## config.mk

```make
export PLATFORM = sky130hd
export DESIGN_NAME = demod_segment_correlator_flat
export DESIGN_NICKNAME = d
export VERILOG_FILES = /design/src/rtl/demod_segment_correlator_pkg.sv /design/src/rtl/demod_segment_correlator_if.sv /design/src/rtl/demod_segment_correlator_segment_accumulator.sv /design/src/rtl/demod_segment_correlator.sv /design/src/flat_wrapper.sv
export SDC_FILE = /design/constraint.sdc
export NUM_CORES = 1
export LEC_CHECK = 0
export BUFFER_PORTS_ARGS = -buffer_cell sky130_fd_sc_hd__buf_2
export CORE_MARGIN = 2
export CORE_UTILIZATION = 30
export DETAILED_ROUTE_END_ITERATION = 6
export SYNTH_ARGS = -nofsm -noshare
export SYNTH_HDL_FRONTEND = slang
export SYNTH_HIERARCHICAL = 1
export SYNTH_SLANG_ARGS = --single-unit
```

## constraint.sdc

```tcl
create_clock -name clk -period 3.2 [get_ports clk]
set_input_delay 0.16 -clock clk [delete_from_list [all_inputs] [get_ports clk]]
set_output_delay 0.16 -clock clk [all_outputs]
set_load 0.005 [all_outputs]
```

## src/rtl/demod_segment_correlator_pkg.sv

```systemverilog
`default_nettype none
// +--------------------------------------------------------------------------+
// | Package     : demod_pkg                                                  |
// | Description : Shared types and constant helpers for the demodulation     |
// |               segment correlator (FSM states, widths, Q-format values).  |
// | Revision    : 1.0  initial release                                       |
// +--------------------------------------------------------------------------+
package demod_pkg;

  // Frame-level controller states
  typedef enum logic [1:0] {
    ST_IDLE = 2'd0,
    ST_ACC  = 2'd1,
    ST_DONE = 2'd2
  } demod_state_t;

  // Accumulator width able to hold SPS signed terms of width w, including
  // the negation of the most negative sample, without wrapping.
  function automatic int acc_width(input int w, input int sps);
    return w + $clog2(sps + 1) + 1;
  endfunction

  // Index width for a counter over n items; never narrower than one bit.
  function automatic int idx_width(input int n);
    return (n > 1) ? $clog2(n) : 1;
  endfunction

  // +1.0 in Q(frac) format
  function automatic longint Q_ONE(input int frac);
    return longint'(1) << frac;
  endfunction

  // -1.0 in Q(frac) format
  function automatic longint Q_MINUS_ONE(input int frac);
    return -Q_ONE(frac);
  endfunction

endpackage
`default_nettype wire

```

## src/rtl/demod_segment_correlator_if.sv

```systemverilog
`default_nettype none
// +--------------------------------------------------------------------------+
// | Interface   : demod_segment_correlator_if                                |
// | Description : Sample stream and decision handshake of the correlator.    |
// |               Metric signals exist only with DEMOD_SOFT_METRIC_EN.       |
// | Revision    : 1.0  initial release                                       |
// +--------------------------------------------------------------------------+
interface demod_segment_correlator_if
`ifdef DEMOD_SOFT_METRIC_EN
  #(parameter int W = 32, parameter int NSEG = 10, parameter int SPS = 1);
`else
  #(parameter int W = 32, parameter int NSEG = 10);
`endif
  import demod_pkg::*;

  logic                  start;
  logic signed [W-1:0]   sample_in;
  logic                  sample_valid;
  logic                  sample_ready;
  logic [NSEG-1:0]       bits_out;
  logic                  valid;
  logic                  busy;

`ifdef DEMOD_SOFT_METRIC_EN
  localparam int ACC_W = acc_width(W, SPS);
  localparam int SEG_W = idx_width(NSEG);

  logic signed [ACC_W-1:0] metric_out;
  logic [SEG_W-1:0]        metric_seg;
  logic                    metric_valid;

  // Source of samples / consumer of decisions
  modport master (
    output start, sample_in, sample_valid,
    input  sample_ready, bits_out, valid, busy,
    input  metric_out, metric_seg, metric_valid
  );

  // The correlator itself
  modport slave (
    input  start, sample_in, sample_valid,
    output sample_ready, bits_out, valid, busy,
    output metric_out, metric_seg, metric_valid
  );
`else
  // Source of samples / consumer of decisions
  modport master (
    output start, sample_in, sample_valid,
    input  sample_ready, bits_out, valid, busy
  );

  // The correlator itself
  modport slave (
    input  start, sample_in, sample_valid,
    output sample_ready, bits_out, valid, busy
  );
`endif

endinterface
`default_nettype wire

```

## src/rtl/demod_segment_correlator_segment_accumulator.sv

```systemverilog
`default_nettype none
// +--------------------------------------------------------------------------+
// | Module      : segment_accumulator                                        |
// | Description : Per-segment datapath: chip sign select, running sum,       |
// |               clear, and hard decision (sum > 0) on the final term.      |
// | Revision    : 1.0  initial release                                       |
// +--------------------------------------------------------------------------+
module segment_accumulator #(
  parameter int W     = 32,
  parameter int ACC_W = 36
) (
  input  logic                    clk,
  input  logic                    reset,
  input  logic                    clear,
  input  logic                    accept,
  input  logic                    ref_bit,
  input  logic                    last,
  input  logic signed [W-1:0]     sample_in,
  output logic signed [ACC_W-1:0] sum,
  output logic                    decision
);

  logic signed [ACC_W-1:0] acc;
  logic signed [ACC_W-1:0] term;

  // Sign-extend the sample, then negate it for a -1.0 chip; the extra
  // accumulator bits make the negation of the most negative sample exact.
  always_comb begin
    term = {{(ACC_W-W){sample_in[W-1]}}, sample_in};
    if (!ref_bit) begin
      term = -term;
    end
  end

  assign sum = acc + term;

  // Strictly positive wins; a tie at zero resolves towards ref_m.
  assign decision = !sum[ACC_W-1] && (sum != '0);

  // Running correlation, emptied at frame entry and after each segment
  always_ff @(posedge clk or posedge reset) begin
    if (reset) begin
      acc <= '0;
    end else if (clear) begin
      acc <= '0;
    end else if (accept) begin
      acc <= last ? '0 : sum;
    end
  end

endmodule
`default_nettype wire

```

## src/rtl/demod_segment_correlator.sv

```systemverilog
`default_nettype none
// +--------------------------------------------------------------------------+
// | Module      : demod_segment_correlator                                   |
// | Description : Correlates NSEG segments of SPS samples against a +/-1.0   |
// |               chip pattern and returns one hard-decision bit per segment.|
// |               Optional soft metrics: define DEMOD_SOFT_METRIC_EN.        |
// | Revision    : 1.0  initial release                                       |
// +--------------------------------------------------------------------------+
module demod_segment_correlator
  import demod_pkg::*;
#(
  parameter int             W           = 32,
  parameter int             FRAC        = 16,
  parameter int             NSEG        = 10,
  parameter int             SPS         = 1,
  parameter logic [SPS-1:0] REF_PATTERN = {SPS{1'b1}}
) (
  input  logic                         clk,
  input  logic                         reset,
  demod_segment_correlator_if.slave    bus
);

  localparam int             ACC_W       = acc_width(W, SPS);
  localparam int             CNT_W       = idx_width(SPS);
  localparam int             SEG_W       = idx_width(NSEG);
  localparam logic [CNT_W-1:0] LAST_SAMPLE = CNT_W'(SPS - 1);
  localparam logic [SEG_W-1:0] LAST_SEG    = SEG_W'(NSEG - 1);

  // Reject configurations that cannot work at elaboration time
  if (NSEG < 1 || SPS < 1 || FRAC < 0 || FRAC >= W) begin : g_param_check
    $error("demod_segment_correlator: illegal NSEG/SPS/FRAC configuration");
  end

  demod_state_t      state;
  demod_state_t      state_next;
  logic [CNT_W-1:0]  sample_cnt;
  logic [SEG_W-1:0]  seg_cnt;
  logic [NSEG-1:0]   bits_q;
  logic              accept;
  logic              last_sample;
  logic              ref_bit;
  logic              decision;

  assign accept      = bus.sample_valid && (state == ST_ACC);
  assign last_sample = (sample_cnt == LAST_SAMPLE);

  assign bus.sample_ready = (state == ST_ACC);
  assign bus.busy         = (state != ST_IDLE);
  assign bus.valid        = (state == ST_DONE);
  assign bus.bits_out     = bits_q;

  // Select the reference chip for the current sample position
  always_comb begin
    ref_bit = 1'b0;
    for (int k = 0; k < SPS; k++) begin
      if (sample_cnt == CNT_W'(k)) begin
        ref_bit = REF_PATTERN[k];
      end
    end
  end

`ifdef DEMOD_SOFT_METRIC_EN
  logic signed [ACC_W-1:0] seg_sum;
`endif

  segment_accumulator #(
    .W     (W),
    .ACC_W (ACC_W)
  ) u_seg_acc (
    .clk       (clk),
    .reset     (reset),
    .clear     (state == ST_IDLE),
    .accept    (accept),
    .ref_bit   (ref_bit),
    .last      (last_sample),
    .sample_in (bus.sample_in),
`ifdef DEMOD_SOFT_METRIC_EN
    .sum       (seg_sum),
`else
    .sum       (),
`endif
    .decision  (decision)
  );

  // Controller state register
  always_ff @(posedge clk or posedge reset) begin
    if (reset) begin
      state <= ST_IDLE;
    end else begin
      state <= state_next;
    end
  end

  // Next-state: start only counts in IDLE; DONE lasts exactly one cycle
  always_comb begin
    state_next = state;
    case (state)
      ST_IDLE: if (bus.start) state_next = ST_ACC;
      ST_ACC:  if (accept && last_sample && (seg_cnt == LAST_SEG)) state_next = ST_DONE;
      ST_DONE: state_next = ST_IDLE;
      default: state_next = ST_IDLE;
    endcase
  end

  // Sample/segment counters; held at zero in IDLE so ACC always starts clean
  always_ff @(posedge clk or posedge reset) begin
    if (reset) begin
      sample_cnt <= '0;
      seg_cnt    <= '0;
    end else if (state == ST_IDLE) begin
      sample_cnt <= '0;
      seg_cnt    <= '0;
    end else if (accept) begin
      if (last_sample) begin
        sample_cnt <= '0;
        seg_cnt    <= seg_cnt + 1'b1;
      end else begin
        sample_cnt <= sample_cnt + 1'b1;
      end
    end
  end

  // Decision register: only the current segment's bit changes
  always_ff @(posedge clk or posedge reset) begin
    if (reset) begin
      bits_q <= '0;
    end else if (accept && last_sample) begin
      for (int j = 0; j < NSEG; j++) begin
        if (seg_cnt == SEG_W'(j)) begin
          bits_q[j] <= decision;
        end
      end
    end
  end

`ifdef DEMOD_SOFT_METRIC_EN
  // Soft metric of each segment, presented the cycle after its decision
  always_ff @(posedge clk or posedge reset) begin
    if (reset) begin
      bus.metric_out   <= '0;
      bus.metric_seg   <= '0;
      bus.metric_valid <= 1'b0;
    end else begin
      bus.metric_valid <= accept && last_sample;
      if (accept && last_sample) begin
        bus.metric_out <= seg_sum;
        bus.metric_seg <= seg_cnt;
      end
    end
  end
`endif

endmodule
`default_nettype wire

```

## src/flat_wrapper.sv

```systemverilog
// flat-port wrapper written by rule: the top's interface ports become plain ports
module demod_segment_correlator_flat import demod_pkg::*;
#(
  parameter int             W           = 32,
  parameter int             FRAC        = 16,
  parameter int             NSEG        = 10,
  parameter int             SPS         = 1,
  parameter logic [SPS-1:0] REF_PATTERN = {SPS{1'b1}}
)
  (clk, reset, bus_start, bus_sample_in, bus_sample_valid, bus_sample_ready, bus_bits_out, bus_valid, bus_busy);
  demod_segment_correlator_if #(.W(W), .NSEG(NSEG)) bus_i ();
  input  logic clk;
  input  logic reset;
  input wire logic [$bits(bus_i.start)-1:0] bus_start;
  input wire logic [$bits(bus_i.sample_in)-1:0] bus_sample_in;
  input wire logic [$bits(bus_i.sample_valid)-1:0] bus_sample_valid;
  output wire logic [$bits(bus_i.sample_ready)-1:0] bus_sample_ready;
  output wire logic [$bits(bus_i.bits_out)-1:0] bus_bits_out;
  output wire logic [$bits(bus_i.valid)-1:0] bus_valid;
  output wire logic [$bits(bus_i.busy)-1:0] bus_busy;
  assign bus_i.start = bus_start;
  assign bus_i.sample_in = bus_sample_in;
  assign bus_i.sample_valid = bus_sample_valid;
  assign bus_sample_ready = bus_i.sample_ready;
  assign bus_bits_out = bus_i.bits_out;
  assign bus_valid = bus_i.valid;
  assign bus_busy = bus_i.busy;
  demod_segment_correlator #(.W(W), .FRAC(FRAC), .NSEG(NSEG), .SPS(SPS), .REF_PATTERN(REF_PATTERN)) u_core (.clk(clk), .reset(reset), .bus(bus_i));
endmodule
```

==> flow_summary.json <==
{
  "status": "finished, violations left",
  "violations": "negative setup slack",
  "crit_path_end_kind": "flop",
  "clkTransAtPathRegs_ns": 0.08,
  "io_pins": 49,
  "cts_buffers": 5,
  "fill_cells": 1689,
  "clock_latency_ns": 0.31,
  "place_congestion": 0.914,
  "netlist_instances": 592,
  "p_leak_nw": 3.23,
  "rsz0062_at_grt": "yes",
  "max_freq_mhz": 275,
  "drtIter0Drc": 229,
  "hpwlAfterDp_um": 11600,
  "drt_wl_total_um": 14400,
  "cts_root_buf": "clkbuf_16",
  "num_antenna_cells": 0,
  "die_w_um": 133,
  "rr_endpoint": "u_core/bus.bits_out[8]",
  "syn_area_um2": 4970,
  "tightest_slew_ns": 1.37,
  "hold_ws_ns": 0.103,
  "core_area_um2": 16400,
  "report.final.slew_viol_count": 0,
  "final.setup_skew_ns": 0.00675,
  "period_share_pct": 114,
  "overflow": 0,
  "ff2ff_setup_slack_ns": -0.44,
  "criticalPathCategory": "flop to flop",
  "worstHoldStart": "bus_start",
  "setup_viol": 10,
  "grt_pass1_wl_um": 24000,
  "fin_crit_ns": 3.64,
  "p_total_mw": 6.38,
  "via_count": 4922,
  "crit_required_ns": 3.40,
  "die_y_um": 133,
  "crit_fanout": 10,
  "cp-startpoint": "u_core/u_seg_acc/acc[0]",
  "drive_gt1_share_pct": 31.8,
  "setup_ws_ns": -0.439,
  "fin_area_um2": 6730,
  "cp-start-kind": "flop",
  "cts_buffer_depth": 2,
  "place_area_um2": 6540,
  "num-nets-final": 858,
  "worstPathArrival_ns": 3.84,
  "antenna_found_initial": 0,
  "die_area_um2": 17600,
  "reg2regPathDepth": 14,
  "maxCapViolCount": 0,
  "min_to": "u_core/state[0]",
  "first_global_vias": 4843,
  "yosysWarnings": 6,
  "port_buffers": 48,
  "hold_viol_final": 0,
  "slew_headroom_pct": 8.40,
  "area_growth_pct": 35.4,
  "htree_levels": 2,
  "cts_tree": "built",
  "grt_usage_pct": 16.7,
  "antenna_left": 0,
  "grt_max_degree": 35,
  "hold-path-cell-count": 3,
  "hold_class": "primary input to flop",
  "cts_setup_buffers": 0,
  "start_util_pct": 30.3,
  "syn_avg_cell_area_um2": 8.39,
  "ir_worst_vdd_mv": 0.356,
  "drc": 0,
  "routed_via_density": 4.94,
  "rows": 47,
  "r2r-start": "u_core/u_seg_acc/acc[0]",
  "routedWlPerCell_um": 14.5,
  "powerDensity_nw_per_um2": 947,
  "cts_sinks": 50,
  "dr.pass1.iters": 5
}
## power by group
part | total [mW] | internal [mW] | switching (mW)
registers | 1.11 | 0.914 | 0.197
logic | 4.67 | 2.40 | 2.28
clock network | 0.593 | 0.301 | 0.292
## final cells by class
cell class	count	area, um^2	share of cell area (%)
multi-input cells	491	3570	53.1
repair buffers	197	1360	20.2
flip-flops and latches	50	1250	18.6
well taps	220	275	4.09
clock buffers	5	125	1.86
inverters	31	116	1.73
clock inverters	3	28.8	0.428
## flip-flops by register name (all words and copies together) (netlist names)
| register | count |
|---|---|
| u_core/u_seg_acc/acc | 34 |
| u_core/bus.bits_out | 10 |
| u_core/seg_cnt | 4 |
| u_core/state | 2 |
## through the flow
stage	setup TNS, ns	setup slack (ns)	instances	util [%]
final	-4.33	-0.439	997	41.0
after CTS	-4.75	-0.481	997	41.0
after detailed placement	-5.04	-0.510	988	39.8
after global routing	-5.85	-0.596	997	41.0
after global placement	-4.89	-0.490	988	39.8
after floorplan	-0.785	-0.0787	593	-
## cell usage in the layout, fill, tap and decap left out, types with 5 or more instances in the layout
cell / count
nor2_1: 52
o211ai_1: 6
buf_2: 48
xnor2_1: 18
nor3_1: 13
clkbuf_16: 5
nand3_1: 11
a21oi_1: 51
ha_1: 44
inv_1: 30
nor4_1: 6
xor2_1: 35
a211oi_1: 5
o21ai_1: 10
nand3b_1: 6
nand4_1: 11
o21ai_0: 18
dfrtp_1: 50
buf_4: 148
mux2_2: 11
nor2b_1: 6
a31oi_1: 7
nand2b_1: 5
a21o_1: 8
a22o_1: 30
and2_1: 5
nand2_1: 47
## how the worst max path moves through the flow
stage                                  end  cells past startpoint
finish              u_core/bus.bits_out[8]                     14
CTS                 u_core/bus.bits_out[7]                     14
detailed placement  u_core/bus.bits_out[7]                     14
floorplan           u_core/bus.bits_out[0]                     13
global placement    u_core/bus.bits_out[1]                     15
global route        u_core/bus.bits_out[3]                     14
## what timing repair did
item / in CTS / in global routing
resized for setup: 4 / 2
hold endpoints to repair: 16 / 0
setup endpoints to repair: 10 / 10
hold buffers: 1 / 0
pin swaps: 1 / 0
## critical path, stage by stage (launching register included)
cell and delay, ns:
dfrtp_1 0.36, ha_2 0.19, inv_2 0.04, fa_2 0.35
nand2b_4 0.16, a211oi_4 0.36, o21ai_2 0.12, a2111oi_4 0.31
or4b_4 0.52, nor4_4 0.14, nand4_1 0.15, nor4_2 0.23
a41oi_1 0.16, buf_4 0.19, mux2_2 0.26
## layer usage
layer / wire length (um) / GRT usage [%] / vias up
met1: 6750 / 21.9 / 2310
met4: 150 / 3.17 / 0
met5: 0 / 0 / -
met2: 7070 / 29.4 / 66
li1: - / - / 2539
met3: 482 / 2.41 / 7
No activity file was read; power rests on OpenSTA's default activity.
